$ cat src/rtl/muldiv_unit.sv
// muldiv_unit: iterative multiply/divide producing the HI/LO register pair.
//
// Multiply is radix-2 shift-add on operand magnitudes. Divide is restoring
// division on operand magnitudes. Both take one bit per clock. The signs are
// applied in a final FIX cycle, so both datapaths only handle unsigned values.
//
// Ports:
//   clock     - system clock, rising edge
//   reset     - synchronous, active-low
//   start     - request an operation; honoured only when idle
//   op        - 00 mult, 01 multu, 10 div, 11 divu
//   a, b      - operands, captured on the accepting edge
//   busy      - operation in progress
//   done      - one-cycle pulse; hi/lo/div_zero valid from this cycle on
//   div_zero  - last completed divide had a zero divisor
//   hi, lo    - product upper/lower half, or remainder/quotient
module muldiv_unit #(
    parameter int WIDTH = 32
) (
    input  logic             clock,
    input  logic             reset,
    input  logic             start,
    input  logic [1:0]       op,
    input  logic [WIDTH-1:0] a,
    input  logic [WIDTH-1:0] b,
    output logic             busy,
    output logic             done,
    output logic             div_zero,
    output logic [WIDTH-1:0] hi,
    output logic [WIDTH-1:0] lo
);

    localparam int CW = $clog2(WIDTH + 1);

    typedef enum logic [1:0] {IDLE, RUN, FIX, ZDIV} state_t;

    state_t state, state_nxt;

    logic [CW-1:0]      cnt;
    logic               is_mul;
    logic               neg_a;
    logic               neg_b;
    // Multiply: addend (|a|). Divide: divisor (|b|).
    logic [WIDTH-1:0]   opnd;
    // Multiply: {partial product, remaining multiplier bits}.
    // Divide: low half holds the dividend and shifts quotient bits in.
    logic [2*WIDTH-1:0] acc;
    logic [WIDTH:0]     rem;

    logic             last;
    logic             sgn_in;
    logic [WIDTH-1:0] abs_a;
    logic [WIDTH-1:0] abs_b;

    // Datapath step values.
    logic [WIDTH:0]     sum;
    logic [2*WIDTH-1:0] mul_nxt;
    logic [WIDTH:0]     shl;
    logic [WIDTH+1:0]   diff;
    logic               ge;

    // Sign-fixed results.
    logic [2*WIDTH-1:0] prod;
    logic [WIDTH-1:0]   quot;
    logic [WIDTH-1:0]   remd;

    assign last   = (cnt == CW'(WIDTH - 1));
    assign sgn_in = ~op[0];
    // The negation of the most negative value wraps to itself. Read as
    // unsigned, that is the correct magnitude 2^(WIDTH-1).
    assign abs_a  = (sgn_in && a[WIDTH-1]) ? -a : a;
    assign abs_b  = (sgn_in && b[WIDTH-1]) ? -b : b;

    always_comb begin
        sum     = {1'b0, acc[2*WIDTH-1:WIDTH]} + (acc[0] ? {1'b0, opnd} : '0);
        mul_nxt = {sum, acc[WIDTH-1:1]};
        shl     = {rem[WIDTH-1:0], acc[WIDTH-1]};
        // One extra bit so that the borrow shows whether the trial subtract fits.
        diff    = {1'b0, shl} - {2'b00, opnd};
        ge      = ~diff[WIDTH+1];
    end

    always_comb begin
        prod = (neg_a ^ neg_b) ? -acc : acc;
        quot = (neg_a ^ neg_b) ? -acc[WIDTH-1:0] : acc[WIDTH-1:0];
        remd = neg_a ? -rem[WIDTH-1:0] : rem[WIDTH-1:0];
    end

    always_comb begin
        state_nxt = state;
        case (state)
            IDLE: if (start) state_nxt = (op[1] && b == '0) ? ZDIV : RUN;
            RUN:  if (last)  state_nxt = FIX;
            FIX:             state_nxt = IDLE;
            ZDIV:            state_nxt = IDLE;
            default:         state_nxt = IDLE;
        endcase
    end

    always_ff @(posedge clock) begin
        if (!reset) state <= IDLE;
        else        state <= state_nxt;
    end

    always_ff @(posedge clock) begin
        if (!reset) begin
            cnt      <= '0;
            busy     <= 1'b0;
            done     <= 1'b0;
            div_zero <= 1'b0;
            hi       <= '0;
            lo       <= '0;
            is_mul   <= 1'b0;
            neg_a    <= 1'b0;
            neg_b    <= 1'b0;
            opnd     <= '0;
            acc      <= '0;
            rem      <= '0;
        end else begin
            done <= 1'b0;
            case (state)
                IDLE: begin
                    if (start) begin
                        busy   <= 1'b1;
                        cnt    <= '0;
                        is_mul <= ~op[1];
                        neg_a  <= sgn_in & a[WIDTH-1];
                        neg_b  <= sgn_in & b[WIDTH-1];
                        opnd   <= op[1] ? abs_b : abs_a;
                        acc    <= {{WIDTH{1'b0}}, (op[1] ? abs_a : abs_b)};
                        rem    <= '0;
                    end
                end
                RUN: begin
                    if (is_mul) begin
                        acc <= mul_nxt;
                    end else begin
                        acc <= {acc[2*WIDTH-1:WIDTH], acc[WIDTH-2:0], ge};
                        rem <= ge ? diff[WIDTH:0] : shl;
                    end
                    cnt <= cnt + 1'b1;
                    if (last) begin
                        busy <= 1'b0;
                        cnt  <= '0;
                    end
                end
                FIX: begin
                    if (is_mul) begin
                        hi <= prod[2*WIDTH-1:WIDTH];
                        lo <= prod[WIDTH-1:0];
                    end else begin
                        hi <= remd;
                        lo <= quot;
                    end
                    done     <= 1'b1;
                    div_zero <= 1'b0;
                end
                ZDIV: begin
                    busy     <= 1'b0;
                    done     <= 1'b1;
                    div_zero <= 1'b1;
                end
                default: ;
            endcase
        end
    end

endmodule

$ cat config.mk
export PLATFORM = sky130hd
export DESIGN_NAME = muldiv_unit
export DESIGN_NICKNAME = d
export VERILOG_FILES = /design/src/rtl/muldiv_unit.sv
export SDC_FILE = /design/constraint.sdc
export NUM_CORES = 1
export LEC_CHECK = 0
export BUFFER_PORTS_ARGS = -buffer_cell sky130_fd_sc_hd__buf_2
export CORE_MARGIN = 2
export CORE_UTILIZATION = 50
export CTS_CLUSTER_DIAMETER = 80
export DETAILED_ROUTE_END_ITERATION = 6
export PLACE_DENSITY = 0.73
export REMOVE_ABC_BUFFERS = 1
export SLEW_MARGIN = 25
export SYNTH_ARGS = -nofsm -noshare
export SYNTH_HDL_FRONTEND = slang
export SYNTH_SLANG_ARGS = --single-unit
$ cat constraint.sdc
create_clock -name clock -period 3.15 [get_ports clock]
set_input_delay 0 -clock clock [delete_from_list [all_inputs] [get_ports clock]]
set_output_delay 0 -clock clock [all_outputs]
set_load 0.03 [all_outputs]
==> flow_summary.yaml <==
layout:
  drive_gt1_share_pct: 19.34
  final_cell_count_no_fill: 2639
  syn2layout_area_growth_pct: 24.12
  multi_input_area_um2: 10550
  fin_util_pct: 62.87
  n_fill_cell: 2653
  antenna_cells: 0
  nets: 2371
  regArea_um2: 4135
floorplan:
  row_count: 63
  die_x_um: 177.3
  dieHeight_um: 177.3
  initial_core_util_pct: 50.65
  coreArea_um2: 29640
  dieArea_um2: 31430
  ios: 136
clocking:
  cts_buffer_depth: 3
  ctsRootBufferMaster: "clkbuf_16"
  cts_tree: "done"
  cts_num_sinks: 206
  clk_latency_ps: 530
  path_clk_slew_ps: 50
  cts.htree.levels: 1
  numCtsBuffers: 25
timing:
  drv_slew: 0
  worst_slack_ps: -58.27
  worst_pin_slew_ps: 930.4
  slew_headroom_pct: 37.67
  fin_crit_ps: 3208
  skew_ps: 13.97
  fin_tns_setup_ps: -91.52
  max_freq_ghz: 0.3117
  grt_setup_unrepaired: "yes"
  finalHoldViolations: 0
  finalCritPeriodShare_pct: 101.8
  finalSetupViolCount: 2
logic_synthesis:
  synth-xor-area-share_pct: 11.14
  synth_edf_count: 0
  synth_area_um2: 15010
  synthAdderAreaFrac_pct: 6.017
  synth.mux.area_fraction_pct: 2.342
  async_flop_share_pct: 0
  synth_area_per_cell_um2: 7.552
  synth_top_family_by_area: "compound AO/OA/AOI/OAI gates"
  yosys_register_bits: 206
  ys.flop_type: "dfxtp_1"
  yosys.cell_types.count: 79
  ys_seq_area_share_pct: 27.47
  synth-compound-area-share_pct: 29.49
  yosys.area_share.simple_pct: 18.68
  synthCells: 1988
  yosysWarnings: 0
setup_path:
  worstSetupPathType: "reg2reg"
  cp_max_fo: 4
  startpoint_type: "flip-flop"
  cp-end-kind: "flip-flop"
  critical_path_required_ps: 3560
  ff2ff_setup_slack_ps: -60
  cp.arrival_ps: 3620
route:
  routed_via_density: 6.064
  vias: 16000
  wl_per_cell_um: 19.32
  firstDrtPassIters: 6
  route.detailed.drc: 0
  drtAntennaViolNets: 0
  drt-initial-drc-count: 1446
  totalWireLength_um: 50980
global_route:
  grt_max_degree: 94
  grt_pass1_vias: 14530
  grt_overflow_total: 0
  grt_antenna_before_repair: 0
  grt.total_usage_pct: 31.09
  grt_pass1_wl_um: 78230
place:
  dp_cells: 2545
  routabilityCongestion: 0.9845
  port_buffers: 135
  hpwl_um: 37260
pwr:
  cellPowerDensity_nw_per_um2: 510.0
  ir_worst_vdd_uv: 415.5
  leakage_nw: 7.786
outcome:
  status: "finished, violations left"
  violations: "negative setup slack"
flow_run:
  max_cap_viol_count: 0
worst_hold_path:
  hp-class: "in2reg"
[layout by cell type (no fill, tap or decap), types with 34 or more instances in the layout]
cell type / netlist / routed
dfxtp_1: 206 / 201
o21ai_0: 155 / 131
a211oi_1: 72 / 68
buf_4: 0 / 156
buf_2: 2 / 135
a21o_1: 41 / 41
inv_1: 65 / 63
xnor2_1: 97 / 96
xor2_1: 94 / 93
ha_1: 69 / 65
a21oi_1: 180 / 177
nor2_1: 229 / 225
nand2_1: 175 / 173
dlygate4sd3_1: 0 / 41
mux2i_1: 34 / 34
[layout make-up]
type	instances	share of cell area [%]
Clock buffer	33	3.733
Sequential cell	206	22.19
Multi-Input combinational cell	1589	56.59
Clock inverter	12	0.4834
Tap cell	390	2.619
Timing Repair Buffer	342	13.03
Inverter	67	1.356
[power breakdown]
| part | switching [mW] | internal (mW) |
|---|---|---|
| combinational | 2.14 | 1.62 |
| clock | 1.18 | 1.63 |
| sequential | 0.161 | 2.77 |
| total | 3.48 | 6.02 |
[flip-flops by register name (all words and copies together), names as in the netlist]
signal / cells
neg_b: 1
div_zero: 1
state: 2
is_mul: 1
lo: 32
acc: 64
rem: 32
done: 1
cnt: 6
neg_a: 1
busy: 1
opnd: 32
hi: 32
[per-layer routing]
layer / GRT usage (%) / vias to the layer above / part of all wire (%)
met5: 0 / - / 0
met4: 8.914 / 0 / 2.7
met3: 3.716 / 95 / 7.1
met2: 51.51 / 683 / 46
met1: 42.49 / 7521 / 44
li1: - / 7704 / -
[synthesized netlist by cell type, types with 15 or more instances]
library cell  count  area share, %
mux2i_1          34            2.3
or3_1            24            1.0
nor2b_1          20           0.83
ha_1             69            5.8
xor2_1           94            5.5
nand2b_1         19           0.79
a31oi_1          24            1.0
o31ai_1          34            1.7
nand3_1          25           0.83
a21o_1           41            2.1
o41ai_1          15           0.88
dfxtp_1         206             27
a22o_1           16           0.93
inv_1            65            1.6
a211oi_1         72            3.6
nor2_1          229            5.7
clkbuf_1        111            2.8
a22oi_1          20            1.0
o211ai_1         25            1.3
nor3_1           22           0.73
a21oi_1         180            6.0
o21ai_0         155            5.2
xnor2_1          97            5.7
nand2_1         175            4.4
[final timing paths]
check | start | end | cells after the start
worst max register to register | acc[35] | hi[21] | 7
worst min register to register | hi[12] | hi[12] | 1
worst max-delay path | acc[35] | hi[21] | 7
worst min-delay path | a[28] | acc[28] | 5
[per-stage QoR]
step	total power [mW]	cell area, um^2	setup WS, ps	hold WS [ps]
2_1_floorplan	5.061	14530	-1694	99.62
3_3_place_gp	6.237	17000	-23.79	383.8
3_5_place_dp	6.284	17000	-55.27	397.0
4_1_cts	9.250	18260	-23.29	0.1453
5_1_grt	9.943	18630	-123.6	39.39
6_report	9.504	18630	-58.27	9.675
[cells by family after synthesis]
logic type,count (synthesis)
buffers and inverters,193
muxes,35
adders and majority gates,71
and+or+nand+nor,605
xor gates and xnor gates,191
DFF,206
AOI/OAI and AO/OA,687
[worst max-delay path, stage by stage, from the launching register on]
cell	delay, ps
dfxtp_2	310
or4_4	550
nor4_4	170
or3b_4	410
or4_4	450
or4_4	540
or3_4	350
o311a_1	290
[repair_timing]
action	CTS	global route
cloned	1	1
resized for setup	9	91
hold endpoints to repair	44	0
hold buffers	41	0
endpoints found under the setup margin	28	71
setup buffers	2	5
pin swaps	4	17
Power figures use the tool's default switching activity.
